==> config.mk <==
export PLATFORM = sky130hd
export DESIGN_NAME = osc_freq_counter
export DESIGN_NICKNAME = d
export VERILOG_FILES = /design/src/rtl/osc_meas_pkg.sv /design/src/rtl/osc_edge_sync.sv /design/src/rtl/osc_freq_counter.sv
export SDC_FILE = /design/constraint.sdc
export NUM_CORES = 1
export LEC_CHECK = 0
export CORE_MARGIN = 3
export CORE_UTILIZATION = 25
export CTS_BUF_LIST = sky130_fd_sc_hd__clkbuf_16
export CTS_CLUSTER_DIAMETER = 200
export DETAILED_ROUTE_END_ITERATION = 10
export HOLD_SLACK_MARGIN = 0.06
export REMOVE_ABC_BUFFERS = 1
export SLEW_MARGIN = 10
export SYNTH_ARGS = -nofsm -noshare
export SYNTH_HDL_FRONTEND = slang
export SYNTH_HIERARCHICAL = 1
export SYNTH_SLANG_ARGS = --single-unit
==> constraint.sdc <==
create_clock -name clk -period 3.5 [get_ports clk]
set_input_delay 0.35 -clock clk [delete_from_list [all_inputs] [get_ports clk]]
set_output_delay 0.35 -clock clk [all_outputs]
set_load 0.02 [all_outputs]
==> src/rtl/osc_meas_pkg.sv <==
// Shared types and constants for the oscillator frequency counter.
package osc_meas_pkg;
  typedef enum logic [1:0] {IDLE, GATE, DONE} state_t;

  localparam logic [1:0] BYTE_LO   = 2'd0;
  localparam logic [1:0] BYTE_HI   = 2'd1;
  localparam logic [1:0] BYTE_STAT = 2'd2;
  localparam logic [1:0] BYTE_RSVD = 2'd3;

  localparam int STAT_VALID = 7;
  localparam int STAT_OVF   = 6;
  localparam int STAT_BUSY  = 5;
endpackage

==> src/rtl/osc_edge_sync.sv <==
// Brings the free-running oscillator into the clk domain and flags its rising edges.
module osc_edge_sync #(
  parameter int SYNC_STAGES = 2
) (
  input  logic clk,
  input  logic rst_n,
  input  logic async_in,
  output logic edge_p
);
  logic [SYNC_STAGES-1:0] sync_q;
  logic                   hist;

  always_ff @(posedge clk) begin
    if (!rst_n) begin
      sync_q <= '0;
      hist   <= 1'b0;
    end else begin
      sync_q <= {sync_q[SYNC_STAGES-2:0], async_in};
      hist   <= sync_q[SYNC_STAGES-1];
    end
  end

  assign edge_p = sync_q[SYNC_STAGES-1] & ~hist;
endmodule

==> src/rtl/osc_freq_counter.sv <==
// Counts oscillator rising edges over a fixed gate window of clk cycles and
// exposes the latched count and status a byte at a time.
module osc_freq_counter
  import osc_meas_pkg::*;
#(
  parameter int CNT_W       = 16,
  parameter int GATE_W      = 16,
  parameter int GATE_CYCLES = 10000,
  parameter int SYNC_STAGES = 2
) (
  input  logic       clk,
  input  logic       rst_n,
  input  logic       ena,
  input  logic       osc_in,
  input  logic       start,
  input  logic       cont,
  input  logic [1:0] byte_sel,
  output logic [7:0] data_out,
  output logic       done,
  output logic       busy
);
  localparam logic [GATE_W-1:0] GATE_LAST = GATE_W'(GATE_CYCLES - 1);
  localparam logic [CNT_W-1:0]  CNT_MAX   = '1;

  state_t              state;
  logic [GATE_W-1:0]   gate_cnt;
  logic [CNT_W-1:0]    edge_cnt;
  logic [CNT_W-1:0]    result;
  logic                ovf_work;
  logic                ovf;
  logic                valid;
  logic                edge_p;
  logic [7:0]          stat;

  osc_edge_sync #(.SYNC_STAGES(SYNC_STAGES)) u_sync (
    .clk      (clk),
    .rst_n    (rst_n),
    .async_in (osc_in),
    .edge_p   (edge_p)
  );

  always_ff @(posedge clk) begin
    if (!rst_n) begin
      state    <= IDLE;
      gate_cnt <= '0;
      edge_cnt <= '0;
      ovf_work <= 1'b0;
      result   <= '0;
      ovf      <= 1'b0;
      valid    <= 1'b0;
      done     <= 1'b0;
    end else begin
      done <= 1'b0;
      if (!ena) begin
        // Disable aborts any window; the last latched result is kept.
        state    <= IDLE;
        gate_cnt <= '0;
        edge_cnt <= '0;
        ovf_work <= 1'b0;
      end else begin
        case (state)
          IDLE: begin
            if (start || cont) begin
              state    <= GATE;
              gate_cnt <= '0;
              edge_cnt <= '0;
              ovf_work <= 1'b0;
            end
          end
          GATE: begin
            gate_cnt <= gate_cnt + GATE_W'(1);
            if (edge_p) begin
              if (edge_cnt == CNT_MAX) ovf_work <= 1'b1;
              else                     edge_cnt <= edge_cnt + CNT_W'(1);
            end
            if (gate_cnt == GATE_LAST) state <= DONE;
          end
          DONE: begin
            // Edges arriving in this single cycle are intentionally dropped.
            result   <= edge_cnt;
            ovf      <= ovf_work;
            valid    <= 1'b1;
            done     <= 1'b1;
            gate_cnt <= '0;
            edge_cnt <= '0;
            ovf_work <= 1'b0;
            state    <= cont ? GATE : IDLE;
          end
          default: state <= IDLE;
        endcase
      end
    end
  end

  assign busy = (state != IDLE);

  always_comb begin
    stat             = 8'h00;
    stat[STAT_VALID] = valid;
    stat[STAT_OVF]   = ovf;
    stat[STAT_BUSY]  = busy;
    case (byte_sel)
      BYTE_LO:   data_out = result[7:0];
      BYTE_HI:   data_out = 8'(result >> 8);
      BYTE_STAT: data_out = stat;
      default:   data_out = 8'h00;
    endcase
  end
endmodule

==> impl_metrics.json, run 1 <==
{
  "slowest_delay_ns": 0.77,
  "p_sw_w": 0.0003692,
  "die_w_um": 111.7,
  "htreeDepth": 3,
  "start_util_pct": 26.37,
  "num_vias": 2613,
  "antenna_found_initial": 0,
  "postCtsHoldBufs": 0,
  "r2r-start": "edge_cnt[1]",
  "yosysSeqAreaShare_pct": 40.82,
  "hp-class": "register to register",
  "synth_top_family_by_area": "simple AND/OR/NAND/NOR gates",
  "cp_max_fo": 9,
  "gp_congestion": 0.7783,
  "drv_slew": 0,
  "switching_share_pct": 21.10,
  "seq_area_mm2": 0.001141,
  "reg2reg_depth": 5,
  "syn_inst": 343,
  "powerDensity_mw_per_mm2": 511.3,
  "antenna_cells": 0,
  "synth_edf_count": 0,
  "worst_path_max_delay_cell": "clkdlybuf4s50_1",
  "vias_per_cell": 5.289,
  "yosys_warnings": 6,
  "min_period_ns": 2.440,
  "clk_root_buffer_cell": "clkbuf_16",
  "synth-async-reset-ratio_pct": 0,
  "holdCritStartpoint": "u_sync/sync_q[0]",
  "antenna_left": 0,
  "drtIter0Drc": 217,
  "cellLeakagePower_nw": 1.186,
  "hold_viol": 0,
  "clock_path_buffers": 2,
  "crit_top_cell": "clkdlybuf4s50_1",
  "drv_cap": 0,
  "fin_ws_ns": 1.060,
  "pwr-share-clk_pct": 58.7,
  "grt_pass1_vias": 2437,
  "worst_pin_slew_ns": 0.9300,
  "criticalPathCategory": "primary input to primary output",
  "portBuffers": 17,
  "crit_path_start_kind": "primary input",
  "rows": 37,
  "die_h_um": 111.7,
  "syn_to_final_growth_pct": 22.43,
  "synthesis.area_mm2": 0.002795,
  "clk_latency_ns": 0.33,
  "pwr-share-seq_pct": 37.7,
  "multiInputGateArea_mm2": 0.001556,
  "tns_ns": 0,
  "ff2ff_setup_slack_ns": 1.23,
  "p_comb_share_pct": 3.6,
  "tritoncts_num_sinks": 57,
  "synth_xor_area_share_pct": 0,
  "avgSynthCellArea_um2": 8.149,
  "grt_pass1_wl_um": 11770,
  "fillers": 1100,
  "die_area_mm2": 0.01249,
  "arrival_ns": 2.09,
  "rsz0062_at_grt": "false",
  "synth_seq_cells": 57,
  "synth-simple-area-share_pct": 26.32,
  "final_common_cell": "nand2_1",
  "core-area_mm2": 0.01060,
  "grt_usage_pct": 11.33,
  "critPathRequiredTime_ns": 3.15,
  "postCtsSetupRepairBufs": 0,
  "r2r_end": "edge_cnt[14]",
  "yosysUniqueCellTypes": 46,
  "wl_um": 6967,
  "synth_compound_area_share_pct": 25.25,
  "worst_slew_margin_rel_pct": 37.43,
  "hold_path_end": "u_sync/sync_q[1]",
  "wl_per_cell_um": 14.10,
  "hold_path_depth": 1,
  "cts_made_buffers": 9,
  "final_cell_mix": "nand2_1, dfxtp_1, a31oi_1",
  "fin_crit_sh_pct": 69.70,
  "first_pass_iters": 5,
  "setup_viol": 0,
  "drc_errors": 0,
  "cts_tree": "built",
  "path_clk_slew_ns": 0.06,
  "dpl.hpwl_um": 4900,
  "synth_adder_area_share_pct": 0.8953,
  "io_pins": 18,
  "report.power.total_w": 0.001750,
  "ir_drop_v": 0.0002483,
  "post-place-ws_ns": 1.046,
  "finClkSkew_ns": 0.009777,
  "ctsResizeCount": 0,
  "grt_max_degree": 25,
  "gr-total-overflow": 0,
  "p_int_w": 0.001380,
  "fin_nets": 363,
  "fin_util_pct": 32.28,
  "endpoint_kind": "primary output",
  "drive_gt1_share_pct": 6.704,
  "synth_flop_cell": "dfxtp_1",
  "worst_hold_slack_ns": 0.4266,
  "critical_path.cell_chain": "clkdlybuf4s50_1 -> mux2i_1 -> o21ai_0 -> clkdlybuf4s50_1",
  "outcome": "completed",
  "muxShareOfSynthArea_pct": 3.223,
  "fmax_mhz": 409.9
}
stage by stage:
stage	cell area, um^2	instances
global placement	3072	478
detailed placement	3072	478
global route	3422	494
floorplan	2716	323
CTS	3422	494
finish	3422	494
how the worst max path moves through the flow:
stage	slack (ns)	cells past startpoint	start	end
floorplan	1.58	5	edge_cnt[0]	edge_cnt[12]
global placement	1.11	5	byte_sel[0]	data_out[5]
detailed placement	1.05	4	byte_sel[0]	data_out[6]
CTS	1.05	4	byte_sel[0]	data_out[6]
global route	0.97	5	byte_sel[0]	data_out[6]
finish	1.06	4	byte_sel[0]	data_out[6]
synthesized netlist by cell type (5+ instances only):
master    instances  area [um^2]
clkbuf_1         16        60.06
inv_1             5        18.77
nand3_1          10        50.05
nand4_1           7        43.79
and3_1            7        43.79
and2_1           10        62.56
a31oi_1          22        137.6
o21ai_0          19        95.09
nor2_1           19        71.32
dfxtp_1          57         1141
mux2i_1           9        90.09
a21oi_1          19        95.09
nand2_1          61        229.0
a21boi_0         17        127.6
cell families after synthesis:
family | count (synthesis)
flip-flops | 57
buffers and inverters | 25
adder cells (fa/ha/maj) | 2
multiplexers | 9
AO/OA/AOI/OAI | 105
AND/OR/NAND/NOR | 145
flip-flops by register name, indices dropped and copies added, names as in the netlist, 2 cells and up:
name	count
u_sync/sync_q	2
result	16
gate_cnt	16
edge_cnt	16
state	2
cell type report:
type                            instances  share of cell area (%)
Timing Repair Buffer                   19                   5.411
Sequential cell                        57                   33.35
Tap cell                              136                   4.973
Inverter                                5                  0.5484
Clock inverter                          7                   3.656
Clock buffer                            9                   6.581
Multi-Input combinational cell        261                   45.48
power groups by stage:
stage / clock (W) / combinational, W / sequential (W)
6_report: 0.00103 / 0.0000631 / 0.000659
5_1_grt: 0.00107 / 0.0000697 / 0.000659
4_1_cts: 0.00104 / 0.0000630 / 0.000659
3_5_place_dp: 0 / 0.0000625 / 0.000673
3_3_place_gp: 0 / 0.0000616 / 0.000673
2_1_floorplan: 0 / 0.0000337 / 0.000671
layer usage:
metal,vias to the layer above,GRT usage [%],share of wire [%]
li1,1287,-,-
met3,16,3.098,5.4
met1,1227,14.34,47
met2,83,18.35,45
met4,0,4.380,2.2
met5,-,0,0
critical path: cells and delay by family:
family                 cells  cell delay (ns)
buffers and inverters      2             1.40
AOI/OAI and AO/OA          1             0.18
muxes                      1             0.16
(Power assumes the default switching activity.)
==> inputs of run 2 (changes only) <==
clock period = 2.1 ns   (was 3.5 ns; I/O delays follow)
==> run 2 against run 1 <==
  * Final area increased by 4.6%
  * Non-clock buffer count increased by 26
  * Register-to-register slack got worse by 1.0 ns
  * Power increased by 57%
  * Die area unchanged
  * Sequential share of layout area decreased by 1.4 points
  * Global-route usage increased by 0.55 points
  * Setup slack got worse by 0.93 ns
  * Critical path type is now register to primary output
  * Largest power group unchanged
==> impl_metrics.json, run 2 (synthesis gave the netlist of run 1 again) <==
{
  "clk_root_buffer_cell": "clkbuf_16",
  "slowest_delay_ns": 0.62,
  "portBuffers": 17,
  "critical_path.cell_chain": "nor2_1 -> inv_1 -> nand2_1 -> o21ai_0 -> clkdlybuf4s50_1",
  "min_period_ns": 1.968,
  "syn_to_final_growth_pct": 28.07,
  "p_int_w": 0.002169,
  "postCtsHoldBufs": 0,
  "use_met2_pct": 19.06,
  "grt_pass1_wl_um": 12170,
  "critPathRequiredTime_ns": 1.89,
  "switching_share_pct": 20.91,
  "rsz0062_at_grt": "false",
  "io_pins": 18,
  "cp_max_fo": 10,
  "core-area_mm2": 0.01060,
  "gr-usage-met3_pct": 3.370,
  "die_h_um": 111.7,
  "grt_busiest_layer": "met2",
  "powerDensity_mw_per_mm2": 766.1,
  "wl_um": 7154,
  "ir_drop_v": 0.0003225,
  "fillers": 1101,
  "antenna_cells": 0,
  "wl_per_cell_um": 13.76,
  "pwr-share-clk_pct": 55.5,
  "cts_tree": "built",
  "clk_latency_ns": 0.33,
  "final_common_cell": "nand2_1",
  "drv_slew": 0,
  "tritoncts_num_sinks": 57,
  "grt_use_met1_pct": 15.25,
  "fmax_mhz": 508.0,
  "multiInputGateArea_mm2": 0.001556,
  "cellLeakagePower_nw": 1.304,
  "top_regs": "edge_cnt x16, gate_cnt x16, result x16",
  "arrival_ns": 1.76,
  "seq_area_mm2": 0.001142,
  "worst_slew_margin_rel_pct": 62.48,
  "gp_congestion": 0.8203,
  "worst_pin_slew_ns": 0.5628,
  "die_w_um": 111.7,
  "start_util_pct": 26.37,
  "pwr-share-seq_pct": 40.0,
  "rows": 37,
  "final_cell_mix": "nand2_1, dfxtp_1, buf_4",
  "antenna_left": 0,
  "fin_cells": 520,
  "endpoint_kind": "primary output",
  "drtIter0Drc": 139,
  "first_pass_iters": 5,
  "vias_per_cell": 5.040,
  "hold_viol": 0,
  "grt_pass1_vias": 2443,
  "crit_path_start_kind": "register",
  "p_sw_w": 0.0005735,
  "grt_max_degree": 22,
  "clock_path_buffers": 2,
  "gr-total-overflow": 0,
  "antenna_found_initial": 0,
  "fin_crit_sh_pct": 93.73,
  "dpl.hpwl_um": 5190,
  "drv_cap": 0,
  "grt_usage_pct": 11.88,
  "criticalPathCategory": "register to primary output",
  "tns_ns": 0,
  "hp-class": "register to register",
  "outcome": "completed",
  "post-place-cells": 504,
  "num_vias": 2621,
  "fin_nets": 389,
  "p_comb_share_pct": 4.4,
  "worst_path_max_delay_cell": "clkdlybuf4s50_1",
  "path_clk_slew_ns": 0.05,
  "die_area_mm2": 0.01249,
  "finClkSkew_ns": 0.006564,
  "htreeDepth": 3,
  "setup_viol": 0,
  "drive_gt1_share_pct": 12.76,
  "cts_made_buffers": 9,
  "drc_errors": 0
}
## run 2: changes by cell type in the layout (fill, tap and decap cells not counted)
cell,change
clkinv_2,+2
dfxtp_2,+1
inv_6,-2
clkinv_1,+1
inv_1,+1
clkinv_4,-1
buf_4,+26
bufinv_16,-1
dfxtp_1,-1
## run 2: cell type report
cell class,instances,area share (%)
Clock inverter,7,2.412
Clock buffer,9,6.292
Tap cell,136,4.754
Multi-Input combinational cell,261,43.48
Inverter,5,0.5243
Timing Repair Buffer,45,10.63
Sequential cell,57,31.91
## run 2: worst paths after layout
check | from | endpoint | slack [ns] | cells past startpoint
worst min register to register | u_sync/sync_q[0] | u_sync/sync_q[1] | 0.44 | 1
worst max-delay path | state[1] | data_out[5] | 0.13 | 5
worst max register to register | edge_cnt[0] | edge_cnt[13] | 0.21 | 6
worst min-delay path | u_sync/sync_q[0] | u_sync/sync_q[1] | 0.44 | 1
## run 2: metal layers
metal	up-vias	routed length (um)
met1	1226	3443
met2	43	3318
met3	9	313
met4	0	79
li1	1343	-
met5	-	0
## run 2: power groups by stage
| stage | logic (W) | registers, W | clock network, W |
|---|---|---|---|
| 2_1_floorplan | 0.0000562 | 0.00112 | 0 |
| 3_3_place_gp | 0.000120 | 0.00112 | 0 |
| 3_5_place_dp | 0.000122 | 0.00112 | 0 |
| 4_1_cts | 0.000123 | 0.00110 | 0.00155 |
| 5_1_grt | 0.000134 | 0.00110 | 0.00161 |
| 6_report | 0.000122 | 0.00110 | 0.00152 |
## run 2: timing repair
item | CTS | global route
setup endpoints to repair | 0 | 1
buffers inserted | 0 | 0
resized for setup | 0 | 1
## run 2: worst max-delay path, delay by kind of cell (launching register included)
family | cells | cell delay (ns)
compound gates | 1 | 0.07
buf+inv | 2 | 0.74
flops | 1 | 0.44
simple gates | 2 | 0.18
## run 2: stage by stage
step	cell area, um^2	power (W)	utilization, %	setup slack, ns	hold WS (ns)
3_3_place_gp	3267	0.001239	30.82	0.1560	0.4079
4_1_cts	3578	0.002766	33.75	0.06561	0.4464
3_5_place_dp	3267	0.001241	30.82	0.1477	0.4341
6_report	3580	0.002742	33.77	0.1316	0.4379
5_1_grt	3580	0.002837	33.77	0.04057	0.4715
2_1_floorplan	2716	0.001175	-	0.1753	0.3240
==> inputs of run 3 (changes only) <==
PLACE_DENSITY_LB_ADDON = 0.25   (was unset)
==> run 3 against run 2 <==
  * Clock skew grew 0.0025 ns
  * Sequential cell count unchanged
  * Clock power barely moved
  * Sequential share of layout area fell by 0.20 points
  * Via count grew 1.2%
  * Sequential power about the same
  * Non-clock buffer count rose by 3
  * Critical path type is now primary input to primary output
  * Largest cell class unchanged
  * Die area is the same
  * First-iteration DRC count is 0.72% lower
==> impl_metrics.json, run 3 (synthesis gave the netlist of run 1 again) <==
{
  "outcome": "completed",
  "path_clk_slew_ns": 0.05,
  "fin_crit_sh_pct": 93.06,
  "wl_um": 7316,
  "drive_gt1_share_pct": 13.70,
  "worst_pin_slew_ns": 0.5433,
  "htreeDepth": 3,
  "slowest_delay_ns": 0.63,
  "final_cell_mix": "nand2_1, dfxtp_1, buf_4",
  "start_util_pct": 26.37,
  "core-area_mm2": 0.01060,
  "cellLeakagePower_nw": 1.340,
  "gr-total-overflow": 0,
  "fin_util_pct": 34.01,
  "min_period_ns": 1.954,
  "finClkSkew_ns": 0.009053,
  "hold_viol": 0,
  "crit_path_start_kind": "primary input",
  "fin_nets": 392,
  "antenna_found_initial": 0,
  "hp-class": "register to register",
  "cts_tree": "built",
  "worst_slew_margin_rel_pct": 63.69,
  "io_pins": 18,
  "num_vias": 2652,
  "first_pass_iters": 5,
  "ff2ff_setup_slack_ns": 0.17,
  "grt_pass1_wl_um": 12460,
  "clock_path_buffers": 2,
  "tns_ns": 0,
  "post-place-ws_ns": 0.1190,
  "wl_per_cell_um": 13.99,
  "criticalPathCategory": "primary input to primary output",
  "gp_congestion": 0.7879,
  "post-place-cells": 507,
  "fin_cells": 523,
  "syn_to_final_growth_pct": 29.01,
  "r2r-start": "edge_cnt[0]",
  "antenna_cells": 0,
  "grt_max_degree": 22,
  "hold_path_depth": 1,
  "die_h_um": 111.7,
  "endpoint_kind": "primary output",
  "cts_made_buffers": 9,
  "vias_per_cell": 5.071,
  "hold_path_end": "u_sync/sync_q[1]",
  "antenna_left": 0,
  "setup_viol": 0,
  "worst_path_max_delay_cell": "clkdlybuf4s50_1",
  "rows": 37,
  "rsz0062_at_grt": "false",
  "crit_top_cell": "clkdlybuf4s50_1",
  "drtIter0Drc": 138,
  "grt_pass1_vias": 2465,
  "critical_path.cell_chain": "clkdlybuf4s50_1 -> buf_4 -> mux2i_1 -> o21ai_0 -> clkdlybuf4s50_1",
  "critPathRequiredTime_ns": 1.89,
  "fin_ws_ns": 0.1458,
  "dpl.hpwl_um": 5333,
  "cp_max_fo": 5,
  "powerDensity_mw_per_mm2": 762.7,
  "clk_root_buffer_cell": "clkbuf_16",
  "reg2reg_depth": 6,
  "tritoncts_num_sinks": 57,
  "arrival_ns": 1.74,
  "die_area_mm2": 0.01249,
  "grt_usage_pct": 12.12,
  "holdCritStartpoint": "u_sync/sync_q[0]",
  "top_regs": "edge_cnt x16, gate_cnt x16, result x16",
  "clk_latency_ns": 0.32,
  "drv_slew": 0,
  "postCtsHoldBufs": 0,
  "die_w_um": 111.7,
  "drc_errors": 0,
  "drv_cap": 0,
  "fmax_mhz": 511.7,
  "finalInstanceArea_mm2": 0.003606,
  "r2r_end": "edge_cnt[12]",
  "final_common_cell": "nand2_1",
  "place_area_mm2": 0.003289,
  "ir_drop_v": 0.0002944,
  "portBuffers": 17
}
run 3: cell count changes in the layout (fill, tap and decap cells not counted), sizes merged:
cell,previous run,this run
buf,28,31
clkdlybuf4s50,17,16
dlymetal6s2s,0,1
run 3: power by group:
group	total, W	internal, W	switching, W
clock network	0.00153	0.00103	0.000504
registers	0.00110	0.00109	0.00000754
logic	0.000123	0.0000539	0.0000689
total	0.00275	0.00217	0.000581
run 3: what timing repair did:
item | 4_1_cts | 5_1_grt
setup buffers | 0 | 0
resized for setup | 0 | 3
endpoints found under the setup margin | 0 | 2
run 3: how the worst max path moves through the flow:
stage / startpoint / endpoint / slack (ns) / cells after the start
6_report: byte_sel[0] / data_out[5] / 0.15 / 5
5_1_grt: byte_sel[0] / data_out[5] / 0.01 / 5
4_1_cts: state[0] / data_out[5] / 0.02 / 5
3_5_place_dp: byte_sel[0] / data_out[6] / 0.12 / 5
3_3_place_gp: byte_sel[0] / data_out[5] / 0.14 / 5
2_1_floorplan: edge_cnt[0] / edge_cnt[12] / 0.18 / 5
run 3: layout make-up:
class / instances / area [um^2]
clock buffers: 9 / 225.2
clock inverters: 7 / 86.33
fillers: 1110 / 6995
flip-flops and latches: 57 / 1144
inverters: 5 / 18.77
well taps: 136 / 170.2
multi-input cells: 261 / 1556
repair buffers: 48 / 405.4
run 3: worst max-delay path, delay by kind of cell:
| family | cells | cell delay (ns) |
|---|---|---|
| multiplexers | 1 | 0.08 |
| AO/OA/AOI/OAI | 1 | 0.15 |
| buffers and inverters | 3 | 1.31 |
run 3: layer usage:
layer,global-route usage (%),routed length [um],vias to the layer above
li1,-,-,1345
met5,0,0,-
met1,16.43,3509,1239
met3,2.989,326,8
met4,4.055,86,0
met2,18.86,3394,60
run 3: metrics by stage:
step | hold WS, ns | power [W]
2_1_floorplan | 0.3240 | 0.001175
3_3_place_gp | 0.4099 | 0.001241
3_5_place_dp | 0.4130 | 0.001243
4_1_cts | 0.4240 | 0.002780
5_1_grt | 0.4384 | 0.002841
6_report | 0.4217 | 0.002750
==> edit, RTL diff (config.mk and constraints of run 2) <==
Add an input register stage for `ena`, `osc_in`, `start`, `cont` and `byte_sel`, cleared by the reset; this delays them by one clock.
--- a/src/rtl/osc_freq_counter.sv
+++ b/src/rtl/osc_freq_counter.sv
@@ -22,6 +22,28 @@
   localparam logic [GATE_W-1:0] GATE_LAST = GATE_W'(GATE_CYCLES - 1);
   localparam logic [CNT_W-1:0]  CNT_MAX   = '1;
 
+  logic ena_q;
+  logic osc_q;
+  logic start_q;
+  logic cont_q;
+  logic [1:0] byte_sel_q;
+
+  always_ff @(posedge clk) begin
+    if (!rst_n) begin
+      ena_q      <= '0;
+      osc_q      <= '0;
+      start_q    <= '0;
+      cont_q     <= '0;
+      byte_sel_q <= '0;
+    end else begin
+      ena_q      <= ena;
+      osc_q      <= osc_in;
+      start_q    <= start;
+      cont_q     <= cont;
+      byte_sel_q <= byte_sel;
+    end
+  end
+
   state_t              state;
   logic [GATE_W-1:0]   gate_cnt;
   logic [CNT_W-1:0]    edge_cnt;
@@ -35,7 +57,7 @@
   osc_edge_sync #(.SYNC_STAGES(SYNC_STAGES)) u_sync (
     .clk      (clk),
     .rst_n    (rst_n),
-    .async_in (osc_in),
+    .async_in (osc_q),
     .edge_p   (edge_p)
   );
 
@@ -51,7 +73,7 @@
       done     <= 1'b0;
     end else begin
       done <= 1'b0;
-      if (!ena) begin
+      if (!ena_q) begin
         // Disable aborts any window; the last latched result is kept.
         state    <= IDLE;
         gate_cnt <= '0;
@@ -60,7 +82,7 @@
       end else begin
         case (state)
           IDLE: begin
-            if (start || cont) begin
+            if (start_q || cont_q) begin
               state    <= GATE;
               gate_cnt <= '0;
               edge_cnt <= '0;
@@ -84,7 +106,7 @@
             gate_cnt <= '0;
             edge_cnt <= '0;
             ovf_work <= 1'b0;
-            state    <= cont ? GATE : IDLE;
+            state    <= cont_q ? GATE : IDLE;
           end
           default: state <= IDLE;
         endcase
@@ -99,7 +121,7 @@
     stat[STAT_VALID] = valid;
     stat[STAT_OVF]   = ovf;
     stat[STAT_BUSY]  = busy;
-    case (byte_sel)
+    case (byte_sel_q)
       BYTE_LO:   data_out = result[7:0];
       BYTE_HI:   data_out = 8'(result >> 8);
       BYTE_STAT: data_out = stat;
Behaviour: not the same (a bounded check fails within 4 cycles, from zero or initial values and one cycle with rst_n low).
==> edit against run 2 <==
  * Die area increased by 12%
  * Largest power group unchanged
  * Combinational power decreased by 19%
  * Power increased by 8.7%
  * Critical path type is now flip-flop to flip-flop
  * Setup slack improved by 39 ps
  * Routed wire length increased by 12%
  * Critical endpoint is now edge_cnt[10]
  * Sequential cell count increased by 6
  * Synthesized area increased by 13%
  * Cell area increased by 11%
==> edit: results (changes against run 2) <==
| Metric | Value |
|---|---|
| Outcome | `complete, no violations` |
| Synth area leaders | `dfxtp_1 (40%), nand2_1 (7.3%), a21boi_0 (4.0%)` |
| Synth async-reset ratio | `0% (unchanged)` |
| Worst Path Arrival | `2190 ps (+430 ps)` |
| Static Leakage | `0.001445 uW (+11%)` |
| Nets@finish | `417 (+7.2%)` |
| Vias in the first global route | `2748 (+12%)` |
| Worst VDD drop | `0.2522 mV (-22%)` |
| Layout cells sized above 1 | `14.11% (+1.4 points)` |
| Worst min path class | `flip-flop to flip-flop` |
| Post-DP HPWL | `5827 um (+12%)` |
| Sequential area share after synthesis | `39.94% (-0.89 points)` |
| GPL Wtd Cong | `0.8518 (+3.8%)` |
| Layout Skew | `4.807 ps (-1.757 ps)` |
| Tot GR Track Use | `11.89% (about the same)` |
| Root Driver | `clkbuf_16` |
| First-pass GRT wire length | `13700 um (+13%)` |
| Hold_ws | `423.9 ps (-13.94 ps)` |
| CTS Hold Buffers Added | `0 (unchanged)` |
| Clock latency on the worst-skew pair | `330 ps (about the same)` |
| Yosys Warn Count | `6 (unchanged)` |
| Post_cts resized | `1 (+1)` |
| 1st-iter DRT viols | `195 (+40%)` |
| Cells after Synth | `377 (+9.9%)` |
| Finished Layout Cells | `579 (+11%)` |
| Dpl cells | `564 (+12%)` |
| Relative slew slack | `64.46% (+2.0 points)` |
| Wire per inst | `13.89 um (+0.96%)` |
| Via density | `5.055 (+0.30%)` |
| Worst R2R Setup Slack | `170 ps (-40 ps)` |
| Postcts setup bufs | `0 (unchanged)` |
| CTS clk-pin slew, worst paths | `50 ps (about the same)` |
| Crit Path Max Fanout | `7 (-3)` |
| Ys flop type | `dfxtp_1` |
| Top cells by count, synth | `dfxtp_1 (63), nand2_1 (61), nor2_1 (20), a21boi_0 (17), clkbuf_1 (17)` |
| Num CTS Buffers | `9 (unchanged)` |
| Post-synthesis cell type count | `63 (+37%)` |
| Drt pass-1 iters | `5 (unchanged)` |
| CTS H-tree lvls | `3 (unchanged)` |
| Largest net degree at the start of global routing | `31 (+41%)` |
| Clock buffer depth | `2 (unchanged)` |
## edit: changes by cell type after synthesis, moves of 3 or more
cell and delta:
o311ai_0 +6, a31oi_1 -13, or3_1 +3, nor3_1 +6
and2_1 +6, o21ai_0 -6, a32oi_1 +3, nand3_1 +5
inv_1 +3, dfxtp_1 +6, o211ai_1 +4, a21oi_1 -9
buf_6 +3, nand4_1 +3
## edit: final timing paths
kind	start	endpoint	cells past startpoint
worst max-delay path	edge_cnt[0]	edge_cnt[10]	6
worst min-delay path	u_sync/sync_q[0]	u_sync/sync_q[1]	1
worst max register to register	edge_cnt[0]	edge_cnt[10]	6
worst min register to register	u_sync/sync_q[0]	u_sync/sync_q[1]	1
## edit: logic make-up (layout without fill, tap and decap cells)
logic type / Yosys count / count (layout) / synth area share [%]
flip-flops: 63 / 63 / 39.94
XOR/XNOR: 1 / 1 / 0.2774
buffers and inverters: 35 / 69 / 5.190
adder cells (fa/ha/maj): 2 / 2 / 0.7923
multiplexers: 8 / 8 / 2.536
AO/OA/AOI/OAI: 95 / 95 / 22.35
AND/OR/NAND/NOR: 173 / 173 / 28.92
## edit: critical path, stage by stage, from the launching register on
cell      delay, ps
dfxtp_1         330
ha_1            190
nand4_2         120
or4_1           600
buf_4           190
a311o_1         360
o211ai_2         70
## edit: power breakdown
part	switching [uW]	total, uW	leakage (uW)	internal (uW)
combinational	54.1	99.2	0.000776	45.0
sequential	8.96	1210	0.000510	1210
clock	520	1670	0.000159	1150
total	583	2980	0.00144	2400
## edit: layout make-up
class / count / area, um2
clock buffers: 9 / 225.2
clock inverters: 6 / 110.1
fillers: 1312 / 8194
inverters: 8 / 30.03
multi-input cells: 279 / 1733
flip-flops and latches: 63 / 1264
well taps: 168 / 210.2
repair buffers: 46 / 395.4
## edit: per-stage QoR
stage / setup TNS, ps / setup WS, ps / area (um2)
global route: 0 / 82.54 / 3968
finish: 0 / 171.0 / 3968
floorplan: -5.031 / -2.515 / 3024
detailed placement: 0 / 179.3 / 3622
global placement: 0 / 200.1 / 3622
CTS: 0 / 43.00 / 3959
## edit: per-layer routing
layer,vias to the layer above,GRT usage [%],wire length [um]
met3,8,3.780,504
met5,-,0,0
met1,1370,15.66,3738
met2,95,18.54,3708
met4,0,3.693,91
li1,1454,-,-
